--- config.mk ---
export PLATFORM = sky130hd
export DESIGN_NAME = param_arbiter_flat
export DESIGN_NICKNAME = d
export VERILOG_FILES = /design/src/rtl/param_arbiter_if.sv /design/src/rtl/param_arbiter.sv /design/src/flat_wrapper.sv
export SDC_FILE = /design/constraint.sdc
export NUM_CORES = 1
export LEC_CHECK = 0
export BUFFER_PORTS_ARGS = -buffer_cell sky130_fd_sc_hd__buf_2
export CORE_MARGIN = 5
export CORE_UTILIZATION = 55
export DETAILED_ROUTE_END_ITERATION = 7
export PLACE_DENSITY = 0.77
export SYNTH_ARGS = -nofsm -noshare
export SYNTH_HDL_FRONTEND = slang
export SYNTH_SLANG_ARGS = --single-unit
--- constraint.sdc ---
create_clock -name clk -period 2.4 [get_ports clk]
set_input_delay 0.48 -clock clk [delete_from_list [all_inputs] [get_ports clk]]
set_output_delay 0.48 -clock clk [all_outputs]
set_load 0.03 [all_outputs]
--- src/rtl/param_arbiter_if.sv ---
// Request/grant bundle between the bus masters and the N-way arbiter.
interface param_arbiter_if #(
   parameter int N = 4
);
   localparam int IW = $clog2(N);

   logic [N-1:0]  request;
   logic          mode;
   logic [N-1:0]  grant;
   logic          grant_valid;
   logic [IW-1:0] grant_id;

   modport master (
      output request,
      output mode,
      input  grant,
      input  grant_valid,
      input  grant_id
   );

   modport slave (
      input  request,
      input  mode,
      output grant,
      output grant_valid,
      output grant_id
   );
endinterface

--- src/rtl/param_arbiter.sv ---
// N-requester arbiter: fixed-priority or round-robin pick, grant held while the
// owner keeps requesting, tenure bounded by MAX_HOLD under contention.
module param_arbiter #(
   parameter int N        = 4,
   parameter int MAX_HOLD = 8
) (
   input  logic            clk,
   input  logic            rst,
   param_arbiter_if.slave  bus
);
   localparam int IW = $clog2(N);
   localparam int HW = $clog2(MAX_HOLD + 1);

   typedef enum logic [0:0] {
      ST_IDLE    = 1'b0,
      ST_GRANTED = 1'b1
   } state_e;

   state_e        state_q, state_d;
   logic [IW-1:0] owner_q, owner_d;
   logic [IW-1:0] ptr_q, ptr_d;
   logic [HW-1:0] hcnt_q, hcnt_d;
   logic [N-1:0]  grant_q, grant_d;
   logic          valid_q, valid_d;
   logic [IW-1:0] id_q, id_d;

   logic          do_pick_s;
   logic [N-1:0]  pick_vec_s;
   logic [N-1:0]  others_s;
   logic [IW-1:0] winner_s;

   // Fixed mode: highest set index. Round-robin: first set index after ptr.
   function automatic logic [IW-1:0] pick(input logic [N-1:0] vec,
                                          input logic rr,
                                          input logic [IW-1:0] ptr);
      logic [IW-1:0] idx;
      logic [IW-1:0] j;
      logic          found;
      idx   = '0;
      found = 1'b0;
      if (rr) begin
         for (int k = 1; k <= N; k++) begin
            j = IW'((int'(ptr) + k) % N);
            if (vec[j] && !found) begin
               idx   = j;
               found = 1'b1;
            end
         end
      end else begin
         for (int i = 0; i < N; i++) begin
            if (vec[IW'(i)]) begin
               idx = IW'(i);
            end
         end
      end
      return idx;
   endfunction

   assign others_s = bus.request & ~(N'(1) << owner_q);
   assign winner_s = pick(pick_vec_s, bus.mode, ptr_q);

   // Next-state decision: hold, release/hand over, preempt or go idle.
   always_comb begin
      state_d    = state_q;
      owner_d    = owner_q;
      ptr_d      = ptr_q;
      hcnt_d     = hcnt_q;
      grant_d    = grant_q;
      valid_d    = valid_q;
      id_d       = id_q;
      do_pick_s  = 1'b0;
      pick_vec_s = bus.request;

      case (state_q)
         ST_IDLE: begin
            if (bus.request != {N{1'b0}}) begin
               do_pick_s = 1'b1;
            end else begin
               grant_d = '0;
               valid_d = 1'b0;
               id_d    = '0;
            end
         end
         ST_GRANTED: begin
            if (!bus.request[owner_q]) begin
               if (bus.request != {N{1'b0}}) begin
                  do_pick_s = 1'b1;
               end else begin
                  state_d = ST_IDLE;
                  grant_d = '0;
                  valid_d = 1'b0;
                  id_d    = '0;
                  hcnt_d  = '0;
               end
            end else if (hcnt_q < HW'(MAX_HOLD)) begin
               hcnt_d = hcnt_q + HW'(1);
            end else if (others_s != {N{1'b0}}) begin
               do_pick_s  = 1'b1;
               pick_vec_s = others_s;
            end else begin
               hcnt_d = HW'(MAX_HOLD);
            end
         end
         default: begin
            state_d = ST_IDLE;
            grant_d = '0;
            valid_d = 1'b0;
            id_d    = '0;
            hcnt_d  = '0;
         end
      endcase

      if (do_pick_s) begin
         state_d           = ST_GRANTED;
         owner_d           = winner_s;
         ptr_d             = winner_s;
         hcnt_d            = HW'(1);
         grant_d           = '0;
         grant_d[winner_s] = 1'b1;
         valid_d           = 1'b1;
         id_d              = winner_s;
      end else begin
         ptr_d = ptr_q;
      end
   end

   // State and registered outputs; reset clears outputs without a clock edge.
   always_ff @(posedge clk or negedge rst) begin
      if (!rst) begin
         state_q <= ST_IDLE;
         owner_q <= '0;
         ptr_q   <= IW'(N - 1);
         hcnt_q  <= '0;
         grant_q <= '0;
         valid_q <= 1'b0;
         id_q    <= '0;
      end else begin
         state_q <= state_d;
         owner_q <= owner_d;
         ptr_q   <= ptr_d;
         hcnt_q  <= hcnt_d;
         grant_q <= grant_d;
         valid_q <= valid_d;
         id_q    <= id_d;
      end
   end

   assign bus.grant       = grant_q;
   assign bus.grant_valid = valid_q;
   assign bus.grant_id    = id_q;

endmodule

--- src/flat_wrapper.sv ---
// flat-port wrapper written by rule: the top's interface ports become plain ports
module param_arbiter_flat 
#(
   parameter int N        = 4,
   parameter int MAX_HOLD = 8
)
  (clk, rst, bus_request, bus_mode, bus_grant, bus_grant_valid, bus_grant_id);
  param_arbiter_if #(.N(N)) bus_i ();
  input  logic clk;
  input  logic rst;
  input wire logic [$bits(bus_i.request)-1:0] bus_request;
  input wire logic [$bits(bus_i.mode)-1:0] bus_mode;
  output wire logic [$bits(bus_i.grant)-1:0] bus_grant;
  output wire logic [$bits(bus_i.grant_valid)-1:0] bus_grant_valid;
  output wire logic [$bits(bus_i.grant_id)-1:0] bus_grant_id;
  assign bus_i.request = bus_request;
  assign bus_i.mode = bus_mode;
  assign bus_grant = bus_i.grant;
  assign bus_grant_valid = bus_i.grant_valid;
  assign bus_grant_id = bus_i.grant_id;
  param_arbiter #(.N(N), .MAX_HOLD(MAX_HOLD)) u_core (.clk(clk), .rst(rst), .bus(bus_i));
endmodule
### Word-level counts from Yosys, hierarchy flattened

Cells that the tools add are included.

| storage, ports and cells | value |
|---|---|
| bits in registers | 16 |
| input bits | 7 |
| output and inout bits | 7 |
| word-level logic and storage cells | 92 |

| cells by class | value |
|---|---|
| $add $sub $neg | 5 |
| order comparisons | 8 |
| equal/unequal tests | 3 |
| shift-type cells | 1 |
| muxes and demuxes | 54 |
| bitwise gates (word level) | 3 |
| reduce and logical (&&, ||, !) cells | 11 |

Operator list:

| cell | count |
|---|---|
| $mux W4 | 13 |
| $mux W1 | 23 |
| $lt A2 B3 Y1 const B | 6 |
| $mux W2 | 8 |
| $bmux W1 S2 | 5 |
| $pmux W4 S2 | 1 |
| $reduce_bool A4 Y1 | 2 |
| $add A2 B1 Y2 const B | 2 |
| $add A2 B2 Y2 const B | 2 |
| $add A4 B1 Y4 const B | 1 |
| $and A4 B4 Y4 | 1 |
| $logic_and A1 B1 Y1 | 4 |
| $lt A4 B4 Y1 const B | 1 |
| $ne A4 B3 Y1 const B | 1 |
| $not A4 Y4 | 1 |
| $pmux W1 S2 | 2 |
| $pmux W2 S2 | 1 |
| $shl A1 B2 Y4 const A | 1 |
| $logic_not A1 Y1 | 3 |
| $ne A3 B2 Y1 const B | 1 |
| $ne A3 B3 Y1 const B | 1 |
| $reduce_and A3 Y1 | 1 |
| $demux W1 S2 | 1 |
| $ge A2 B1 Y1 const B | 1 |
| other kinds (2) | 2 |

### Longest topological paths before layout

Gate-level depths: netlist of the first run.

| depth | value |
|---|---|
| depth after elaboration | 29 |
| gate-level depth with buffers | 7 |
| mapped depth without buffers | 6 |

### Least setup slack after synthesis of the first run

OpenSTA, ideal clock, no wires.

| timing | value |
|---|---|
| path kind | in2reg |
| start | input port bus_request[1] |
| end | register u_core.grant_q[1] (netlist: u_core.bus.grant[1]) |
| library setup time | 0.121 ns |
| data arrival time | 2.016 ns |
| required time | 2.279 ns |
| setup slack | 0.263 ns |
| stages | 7 |
| buffers on the path | 1 |
| cells stage by stage | buf_2 -> or4_1 -> o41ai_1 -> o21ai_2 -> a31oi_4 -> nor2_2 -> a32o_2 |

| on the way | value |
|---|---|
| longest elaborated chain between the ends | 27 |
| elaborated cells on any way between the ends | 50 |
| classes of those cells | order compare (2); eq/ne (1); mux (37); bitwise (1); reduce/logical (9) |

RTL lines:

| item | RTL line | text |
|---|---|---|
| start, declared | flat_wrapper.sv:11 | `input wire logic [$bits(bus_i.request)-1:0] bus_request;` |
| $and A4 B4 Y4 | param_arbiter.sv:59 | `assign others_s = bus.request & ~(N'(1) << owner_q);` |
| $reduce_bool A4 Y1 | param_arbiter.sv:97 | `end else if (others_s != {N{1'b0}}) begin` |
| $mux W4 | param_arbiter.sv:97 |  |
| $mux W4 | param_arbiter.sv:95 | `end else if (hcnt_q < HW'(MAX_HOLD)) begin` |
| $mux W4 | param_arbiter.sv:85 | `if (!bus.request[owner_q]) begin` |
| $mux W4 | param_arbiter.sv:74 | `case (state_q)` |
| $bmux W1 S2 | param_arbiter.sv:44 | `if (vec[j] && !found) begin` |
| $mux W1 (not written as such) | param_arbiter.sv:44 |  |
| [11 not listed] | - |  |
| $logic_and A1 B1 Y1 | param_arbiter.sv:44 |  |
| $mux W2 | param_arbiter.sv:44 |  |
| $mux W2 | param_arbiter.sv:41 | `if (rr) begin` |
| $lt A2 B3 Y1 (not written as such) or $ge A2 B1 Y1 (tied branches) | param_arbiter.sv:119 | `grant_d[winner_s] = 1'b1;` |
| $logic_and A1 B1 Y1 (not written as such) | param_arbiter.sv:119 |  |
| $mux W1 (not written as such) | param_arbiter.sv:119 |  |
| $demux W1 S2 | - |  |
| $mux W4 | param_arbiter.sv:113 | `if (do_pick_s) begin` |
| end signal, assigned | param_arbiter.sv:142 | `grant_q <= grant_d;` |
| end, declared | param_arbiter.sv:23 | `logic [N-1:0] grant_q, grant_d;` |

Several ways; a longest one is shown, not always the timed one. The select of a mux whose other input is x is not followed.
A chain may end at the register's enable or synchronous reset.

### Worst setup path after layout of the first run

| timing | value |
|---|---|
| start | register u_core.owner_q[0] |
| end | register u_core.grant_q[1] (netlist: u_core.bus.grant[1]) |

| on the way | value |
|---|---|
| longest elaborated chain between the ends | 29 |
| elaborated cells on any way between the ends | 47 |
| classes of those cells | order compare (2); eq/ne (1); shift (1); mux (33); bitwise (2); reduce/logical (8) |

RTL lines:

| item | RTL line | text |
|---|---|---|
| start, declared | param_arbiter.sv:20 | `logic [IW-1:0] owner_q, owner_d;` |
| start signal, assigned | param_arbiter.sv:139 | `owner_q <= owner_d;` |
| $shl A1 B2 Y4 | param_arbiter.sv:59 |  |
| $not A4 Y4 | param_arbiter.sv:59 |  |
| $and A4 B4 Y4 | param_arbiter.sv:59 |  |
| $reduce_bool A4 Y1 | param_arbiter.sv:97 |  |
| $mux W4 | param_arbiter.sv:97 |  |
| $mux W4 | param_arbiter.sv:95 |  |
| $mux W4 | param_arbiter.sv:85 |  |
| $mux W4 | param_arbiter.sv:74 |  |
| [13 not listed] | - |  |
| $logic_and A1 B1 Y1 | param_arbiter.sv:44 |  |
| $mux W2 | param_arbiter.sv:44 |  |
| $mux W2 | param_arbiter.sv:41 |  |
| $lt A2 B3 Y1 (not written as such) or $ge A2 B1 Y1 (tied branches) | param_arbiter.sv:119 |  |
| $logic_and A1 B1 Y1 (not written as such) | param_arbiter.sv:119 |  |
| $mux W1 (not written as such) | param_arbiter.sv:119 |  |
| $demux W1 S2 | - |  |
| $mux W4 | param_arbiter.sv:113 |  |

Several ways; a longest one is shown, not always the timed one. The select of a mux whose other input is x is not followed.

==> results.cfg, run 1 <==
[worst_setup_path]
timing.critical_path.from_type = flop
startpoint = u_core.owner_q[0]
reg2reg_setup_slack_ns = 0.16
worst_r2r_endpoint = u_core.bus.grant[1]
worst_ep_arrival_time_ns = 2.43
worstReg2RegStart = u_core.owner_q[0]
critical_setup_path_class = flop to flop
worst-path-max-fanout = 10
end_kind = flop
rr_worst_depth = 7
cp_required_ns = 2.59

[clocking]
clock_tree.buffer_depth = 2
cts_hold_buffers = 0
post_cts.resized_instances = 0
clock_latency_ns = 0.30
cts.htree.levels = 1
clkSlewWorstSetupHoldPaths_ns = 0.10
clock_sink_count = 16
tritoncts = done
clk_root_buffer_cell = sky130_fd_sc_hd__clkbuf_4
numCtsBuffers = 3
post_cts.repair.setup_buffers = 0

[sta]
max_freq_ghz = 0.4469
worst_pin_slew_ns = 0.4190
finalCritPeriodShare_pct = 93.24
layout_min_cycle_time_ns = 2.238
slew-limit-headroom_pct = 71.70
finalHoldViolCount = 0
finalSetupTns_ns = 0
fin_skew_ns = 0.005399
setup_repair_after_global_routing_missed_its_margin = false
slew_viol_final = 0
setup_violators_final = 0

[placed_design]
place_hpwl_um = 1697
port_buffers = 13
dpl.cell_count = 144
place_area_sq_mm = 0.001159
gp_congestion = 0.8983

[final_layout]
final_nets = 132
area.growth.synth_to_final_pct = 13.02
num_antenna_cells = 0
fillerInstances = 161
finish.instance_area_sq_mm = 0.001195
non_filler_instances = 148
drive_gt1_share_pct = 30.08

[global_route]
grt_pass1_wl_um = 3829
grt_start_max_net_pins = 17
first_global_vias = 872
grt_util_all_layers_pct = 18.16
grt_antenna_before_repair = 0
grt.overflow.total = 0

[die]
die_area_sq_mm = 0.002899
initial_utilization_pct = 59.30
design.core.area_sq_mm = 0.001783
dieHeight_um = 53.85
rows = 15
boundaryPins = 14
die_w_um = 53.85

[synthesis]
synthesis.yosys.warnings = 0
synth_sequential_area_ratio_pct = 38.11
post_synth_num_cell_types = 46
post_synth_inst_count = 107
avgSynthCellArea_sq_um = 9.881
mappedNetlistArea_sq_mm = 0.001057
yosys_most_used_dff = sky130_fd_sc_hd__dfrtp_1
asyncSetResetFlopFracSynth_pct = 100.0
synth.net_count = 115
synth_edf_count = 0
synth-seq-cells = 16

[pwr]
power.density_mw_per_mm2 = 1103
peakVddDrop_mv = 0.8716
cellLeakagePower_nw = 0.5003

[routing]
drt_drc_violations_left = 0
detail_route.wl_per_cell_um = 15.45
ant_nets = 0
viasPerCell = 6.405
detail_route.iter0.violations = 39
firstDrtPassIters = 5
route.vias.total = 948
routed_wl_um = 2286

[flow_run]
drv.max_cap_violation_count = 0

[status]
status = finished clean

[hold_path]
hold_path_class = input pin to asynchronous set/reset pin
-- final cells by class --
cell class	instances	area [sq um]	share of cell area, %
clock buffers	4	36.28	3.037
inverters	8	30.03	2.513
multi-input cells	77	591.8	49.53
flip-flops and latches	16	402.9	33.72
well taps	25	31.28	2.618
repair buffers	18	102.6	8.586
-- state kept, by name, indices dropped and copies added (netlist names) --
signal                  flops
u_core.bus.grant_id         2
u_core.owner_q              2
u_core.bus.grant_valid      1
u_core.hcnt_q               4
u_core.state_q              1
u_core.ptr_q                2
u_core.bus.grant            4
-- critical path, cell delays in order (launching register included) --
cell	delay, ns
sky130_fd_sc_hd__dfrtp_1	0.58
sky130_fd_sc_hd__inv_1	0.10
sky130_fd_sc_hd__buf_4	0.17
sky130_fd_sc_hd__o41ai_1	0.46
sky130_fd_sc_hd__o21ai_2	0.13
sky130_fd_sc_hd__a31oi_4	0.28
sky130_fd_sc_hd__nor2_2	0.14
sky130_fd_sc_hd__a32o_2	0.26
-- Yosys cell counts, types with 3 or more instances --
cell type	n	area (sq um)
sky130_fd_sc_hd__a31oi_1	3	18.77
sky130_fd_sc_hd__mux2i_1	4	40.04
sky130_fd_sc_hd__nor3_1	4	20.02
sky130_fd_sc_hd__nand3_1	3	15.01
sky130_fd_sc_hd__nor2_1	4	15.01
sky130_fd_sc_hd__inv_1	8	30.03
sky130_fd_sc_hd__nand2_1	6	22.52
sky130_fd_sc_hd__o21ai_0	5	25.02
sky130_fd_sc_hd__o41ai_1	3	26.28
sky130_fd_sc_hd__buf_2	5	25.02
sky130_fd_sc_hd__dfrtp_1	14	350.3
sky130_fd_sc_hd__nor4_1	3	18.77
sky130_fd_sc_hd__a21oi_1	5	25.02
-- layout by cell type (no fill, tap or decap), drive strengths merged, types with 5 or more instances in the layout --
| cell | instances |
|---|---|
| o21ai | 6 |
| nand2 | 7 |
| buf | 18 |
| nor2 | 5 |
| dfrtp | 14 |
| a21oi | 5 |
| inv | 8 |
-- logic make-up after synthesis --
group	Yosys count	share of synthesized area (%)
multiplexers	6	6.982
AND/OR/NAND/NOR	35	19.76
flip-flops	16	38.11
AO/OA/AOI/OAI	34	27.22
XOR/XNOR	1	0.8286
buffers and inverters	14	5.917
adder cells (fa/ha/maj)	1	1.183
-- worst max-delay path by stage --
| stage | slack [ns] | to |
|---|---|---|
| floorplan | 0.26 | u_core.bus.grant[1] |
| global placement | 0.17 | u_core.bus.grant[1] |
| detailed placement | 0.13 | u_core.bus.grant[1] |
| CTS | 0.17 | u_core.bus.grant[1] |
| global route | 0.01 | u_core.bus.grant_id[0] |
| finish | 0.16 | u_core.bus.grant[1] |
-- per-layer routing --
| metal | vias up | track usage, % | wire, um |
|---|---|---|---|
| met5 | - | 0 | 0 |
| met4 | 0 | 5.957 | 27 |
| met3 | 4 | 3.324 | 172 |
| met2 | 44 | 30.24 | 1061 |
| met1 | 450 | 23.53 | 1024 |
| li1 | 450 | - | - |
-- metrics by stage --
step           total power, mW  utilization (%)  setup WS [ns]  hold slack (ns)
2_1_floorplan           0.9605                -         0.2626           0.1844
3_3_place_gp             1.112            64.98         0.1708           0.4002
3_5_place_dp             1.133            64.98         0.1330           0.4258
4_1_cts                  1.319            67.02         0.1686          0.09503
5_1_grt                  1.409            67.02        0.01460          0.09946
6_report                 1.318            67.02         0.1621          0.07962
-- power breakdown --
part	switching [mW]	internal [mW]
combinational	0.378	0.265
clock	0.0948	0.0925
sequential	0.107	0.382
total	0.579	0.739
No activity file was read; power rests on OpenSTA's default activity.
==> run 2: changes to the inputs <==
--- a/config.mk
+++ b/config.mk
@@ -9,6 +9,7 @@
 export CORE_MARGIN = 5
 export CORE_UTILIZATION = 55
 export DETAILED_ROUTE_END_ITERATION = 7
+export MAX_ROUTING_LAYER = met4
 export PLACE_DENSITY = 0.77
 export SYNTH_ARGS = -nofsm -noshare
 export SYNTH_HDL_FRONTEND = slang
==> results.cfg, run 2 (synthesized netlist as in run 1, its figures left out) <==
[worst_setup_path]
worst_ep_arrival_time_ns = 2.42
crit_path_max_delay_family = compound AO/OA/AOI/OAI gates
cp_cell_sequence = inv_1, buf_4, o41ai_1, o21ai_2, a31oi_4, nor2_2, a32o_2
timing.critical_path.from_type = flop
critical-path-max-stage-delay_ns = 0.58
cp_required_ns = 2.59
critical_setup_path_class = flop to flop
timing.critical_path.slowest_stage_cell = sky130_fd_sc_hd__dfrtp_1
worstPathBufferInverterCount = 2
worst-path-max-fanout = 10
end_kind = flop

[hold_path]
hold_path_class = input pin to asynchronous set/reset pin

[final_layout]
multi_input_area_sq_um = 591.8
drive_gt1_share_pct = 30.08
area.growth.synth_to_final_pct = 13.02
fillerInstances = 161
seq_area_sq_um = 402.9
num_antenna_cells = 0
mostFrequentLayoutCell = sky130_fd_sc_hd__dfrtp_1
final_nets = 132
most-common-layout-cells = 14 x sky130_fd_sc_hd__dfrtp_1, 13 x sky130_fd_sc_hd__buf_2, 8 x sky130_fd_sc_hd__inv_1

[routing]
detail_route.iter0.violations = 21
detail_route.wl_per_cell_um = 15.34
firstDrtPassIters = 4
route.vias.total = 945
routed_wl_um = 2270
ant_nets = 0
viasPerCell = 6.385
drt_drc_violations_left = 0

[sta]
finalHoldViolCount = 0
slew-limit-headroom_pct = 71.30
max_freq_ghz = 0.4481
slew_viol_final = 0
fin_skew_ns = 0.006603
worst_pin_slew_ns = 0.4250
setup_repair_after_global_routing_missed_its_margin = false
timing.final.ws_setup_ns = 0.1681
layout_min_cycle_time_ns = 2.232
finalSetupTns_ns = 0
finalCritPeriodShare_pct = 93.00
setup_violators_final = 0

[clocking]
clock_tree.buffer_depth = 2
clock_latency_ns = 0.30
clk_root_buffer_cell = sky130_fd_sc_hd__clkbuf_4
cts.htree.levels = 1
post_cts.resized_instances = 0
clock_sink_count = 16
cts_hold_buffers = 0
clkSlewWorstSetupHoldPaths_ns = 0.11
post_cts.repair.setup_buffers = 0
tritoncts = done
numCtsBuffers = 3

[die]
die_area_sq_mm = 0.002899
boundaryPins = 14
initial_utilization_pct = 59.30
dieHeight_um = 53.85
design.core.area_sq_mm = 0.001783
die_w_um = 53.85
rows = 15

[pwr]
cellLeakagePower_nw = 0.5003
peakVddDrop_mv = 0.8707
power.density_mw_per_mm2 = 1103

[global_route]
grt_pass1_wl_um = 3829
grt.overflow.total = 0
grt_antenna_before_repair = 0
grt_util_all_layers_pct = 18.68
grt_start_max_net_pins = 17
first_global_vias = 873

[placed_design]
gp_congestion = 0.9136
place_hpwl_um = 1697
port_buffers = 13
dp_worst_setup_slack_ns = 0.1330

[status]
status = finished clean

[flow_run]
drv.max_cap_violation_count = 0
[run 2: through the flow]
step,util (%),power (mW),area [sq um],hold slack [ns],std cells
floorplan,-,0.9605,1057,0.1844,107
global placement,64.98,1.112,1159,0.4002,144
detailed placement,64.98,1.133,1159,0.4258,144
CTS,67.02,1.319,1195,0.09503,148
global route,67.02,1.409,1195,0.09946,148
finish,67.02,1.319,1195,0.08006,148
[run 2: cell type report]
class | count | share of cell area [%]
Sequential cell | 16 | 33.72
Timing Repair Buffer | 18 | 8.586
Tap cell | 25 | 2.618
Inverter | 8 | 2.513
Clock buffer | 4 | 3.037
Multi-Input combinational cell | 77 | 49.53
[run 2: power by group]
group | switching (mW) | internal, mW
clock | 0.0952 | 0.0925
sequential | 0.106 | 0.381
combinational | 0.378 | 0.265
total | 0.579 | 0.739
[run 2: per-layer routing]
metal	track usage, %	wire (um)
met1	23.53	995
met2	30.24	1077
met3	3.324	167
met4	5.957	30
met5	-	0
[run 2: worst register-to-register path, stage by stage, from the launching register on]
cell	delay (ns)
sky130_fd_sc_hd__dfrtp_1	0.58
sky130_fd_sc_hd__inv_1	0.10
sky130_fd_sc_hd__buf_4	0.17
sky130_fd_sc_hd__o41ai_1	0.45
sky130_fd_sc_hd__o21ai_2	0.13
sky130_fd_sc_hd__a31oi_4	0.29
sky130_fd_sc_hd__nor2_2	0.15
sky130_fd_sc_hd__a32o_2	0.26
[run 2: worst paths after layout]
check / from / end / slack (ns) / cells after the start
worst max-delay path: u_core.owner_q[0] / u_core.bus.grant[1] / 0.17 / 7
worst min-delay path: rst / u_core.hcnt_q[2] / 0.08 / 1
worst max register to register: u_core.owner_q[0] / u_core.bus.grant[1] / 0.17 / 7
worst min register to register: u_core.bus.grant_id[1] / u_core.bus.grant_id[1] / 0.49 / 2
max in group asynchronous: rst / u_core.ptr_q[1] / 2.01 / 1
min in group clk: u_core.bus.grant_id[1] / u_core.bus.grant_id[1] / 0.49 / 2
==> run 3: changes to the inputs <==
==> constraint.sdc (replaced) <==
create_clock -name clk -period 2.4 [get_ports clk]
set_input_delay 0.36 -clock clk [delete_from_list [all_inputs] [get_ports clk]]
set_output_delay 0.36 -clock clk [all_outputs]
set_load 0.03 [all_outputs]
==> results.cfg, run 3 (synthesized netlist as in run 1, its figures left out) <==
[status]
status = finished clean

[sta]
slew-limit-headroom_pct = 66.37
layout_min_cycle_time_ns = 2.217
finalSetupTns_ns = 0
max_freq_ghz = 0.4510
setup_repair_after_global_routing_missed_its_margin = false
finalHoldViolCount = 0
fin_skew_ns = 0.002821
worst_pin_slew_ns = 0.4979
worst_hold_slack_ns = 0.4828
setup_violators_final = 0
finalCritPeriodShare_pct = 92.38
slew_viol_final = 0

[worst_setup_path]
timing.critical_path.slowest_stage_cell = sky130_fd_sc_hd__dfrtp_1
cp_cell_sequence = inv_1, or4_1, a32oi_1, o22a_1, o21ai_0, mux2_2
worst-path-max-fanout = 9
worst_ep_arrival_time_ns = 2.40
critical_setup_path_class = flop to flop
timing.critical_path.from_type = flop
end_kind = flop
cp_required_ns = 2.58
critical-path-max-stage-delay_ns = 0.55

[final_layout]
most-common-layout-cells = 13 x sky130_fd_sc_hd__buf_2, 13 x sky130_fd_sc_hd__dfrtp_1, 8 x sky130_fd_sc_hd__inv_1
area.growth.synth_to_final_pct = 12.66
num_antenna_cells = 0
final_nets = 131
drive_gt1_share_pct = 29.51
fillerInstances = 145

[global_route]
grt_pass1_wl_um = 4002
grt.overflow.total = 0
first_global_vias = 876
grt_antenna_before_repair = 0
grt_util_all_layers_pct = 19.53
grt_start_max_net_pins = 17

[pwr]
peakVddDrop_mv = 0.9258
cellLeakagePower_nw = 0.4936
power.density_mw_per_mm2 = 1088

[die]
initial_utilization_pct = 59.30
die_area_sq_mm = 0.002899
dieHeight_um = 53.85
rows = 15
die_w_um = 53.85
boundaryPins = 14
design.core.area_sq_mm = 0.001783

[clocking]
clk_root_buffer_cell = sky130_fd_sc_hd__clkbuf_4
clock_latency_ns = 0.29
clock_sink_count = 16
clock_tree.buffer_depth = 2
clkSlewWorstSetupHoldPaths_ns = 0.09
cts.htree.levels = 1
tritoncts = done
numCtsBuffers = 3

[routing]
drt_drc_violations_left = 0
ant_nets = 0
routed_wl_um = 2284
detail_route.wl_per_cell_um = 15.54
firstDrtPassIters = 4
detail_route.iter0.violations = 18
viasPerCell = 6.279
route.vias.total = 923

[placed_design]
port_buffers = 13
place_hpwl_um = 1642
gp_congestion = 0.8233

[flow_run]
drv.max_cap_violation_count = 0

[hold_path]
hold_path_class = flop to flop
run 3: cell count changes in the layout (fill, tap and decap cells not counted), sizes merged:
cell         before  now
buf              18   16
dlygate4sd3       0    1
run 3: power by group:
| part | internal, mW | switching (mW) | leakage (nW) | total (mW) |
|---|---|---|---|---|
| logic | 0.249 | 0.367 | 0.281 | 0.617 |
| registers | 0.383 | 0.117 | 0.192 | 0.501 |
| clock network | 0.0925 | 0.0863 | 0.0210 | 0.179 |
run 3: critical path, delay by kind of cell, from the launching register on:
| kind | cells | cell delay, ns |
|---|---|---|
| multiplexers | 1 | 0.31 |
| buffers and inverters | 1 | 0.16 |
| flip-flops | 1 | 0.55 |
| AND/OR/NAND/NOR | 1 | 0.52 |
| AO/OA/AOI/OAI | 3 | 0.58 |
run 3: worst paths after layout:
kind                       depth (start not counted)  slack [ns]                 from                endpoint
max                                                6        0.18    u_core.owner_q[1]  u_core.bus.grant_id[0]
min                                                2        0.48  u_core.bus.grant[2]     u_core.bus.grant[2]
max reg2reg                                        6        0.18    u_core.owner_q[1]  u_core.bus.grant_id[0]
min reg2reg                                        2        0.48  u_core.bus.grant[2]     u_core.bus.grant[2]
max in group asynchronous                          2        1.60                  rst         u_core.ptr_q[0]
min in group asynchronous                          2        0.50                  rst        u_core.hcnt_q[0]
run 3: cell type report:
type	instances	area [sq um]	area share, %
Timing Repair Buffer	17	97.59	8.193
Inverter	8	30.03	2.521
Clock buffer	4	36.28	3.046
Tap cell	25	31.28	2.626
Sequential cell	16	404.1	33.93
Multi-Input combinational cell	77	591.8	49.69
run 3: layer usage:
layer / GRT usage (%) / vias up / share of wire [%]
li1: - / 449 / -
met1: 24.09 / 441 / 44
met2: 31.45 / 29 / 50
met3: 5.263 / 4 / 4.9
met4: 5.106 / 0 / 1.0
met5: - / - / 0
run 3: timing repair:
item	in CTS	in global routing
setup endpoints to repair	0	3
setup buffers	0	0
resized for setup	0	1
endpoints found under the hold margin	14	0
hold buffers	1	0
run 3: stage by stage:
step                utilization (%)  std cells  area (sq um)  setup slack, ns  total power [mW]
floorplan                         -        107          1057           0.3826            0.9605
global placement              64.14        142          1144           0.1684             1.090
detailed placement            64.14        142          1144           0.1349             1.112
CTS                           66.74        147          1190           0.1228             1.296
global route                  66.81        147          1191          0.05365             1.401
finish                        66.81        147          1191           0.1828             1.296
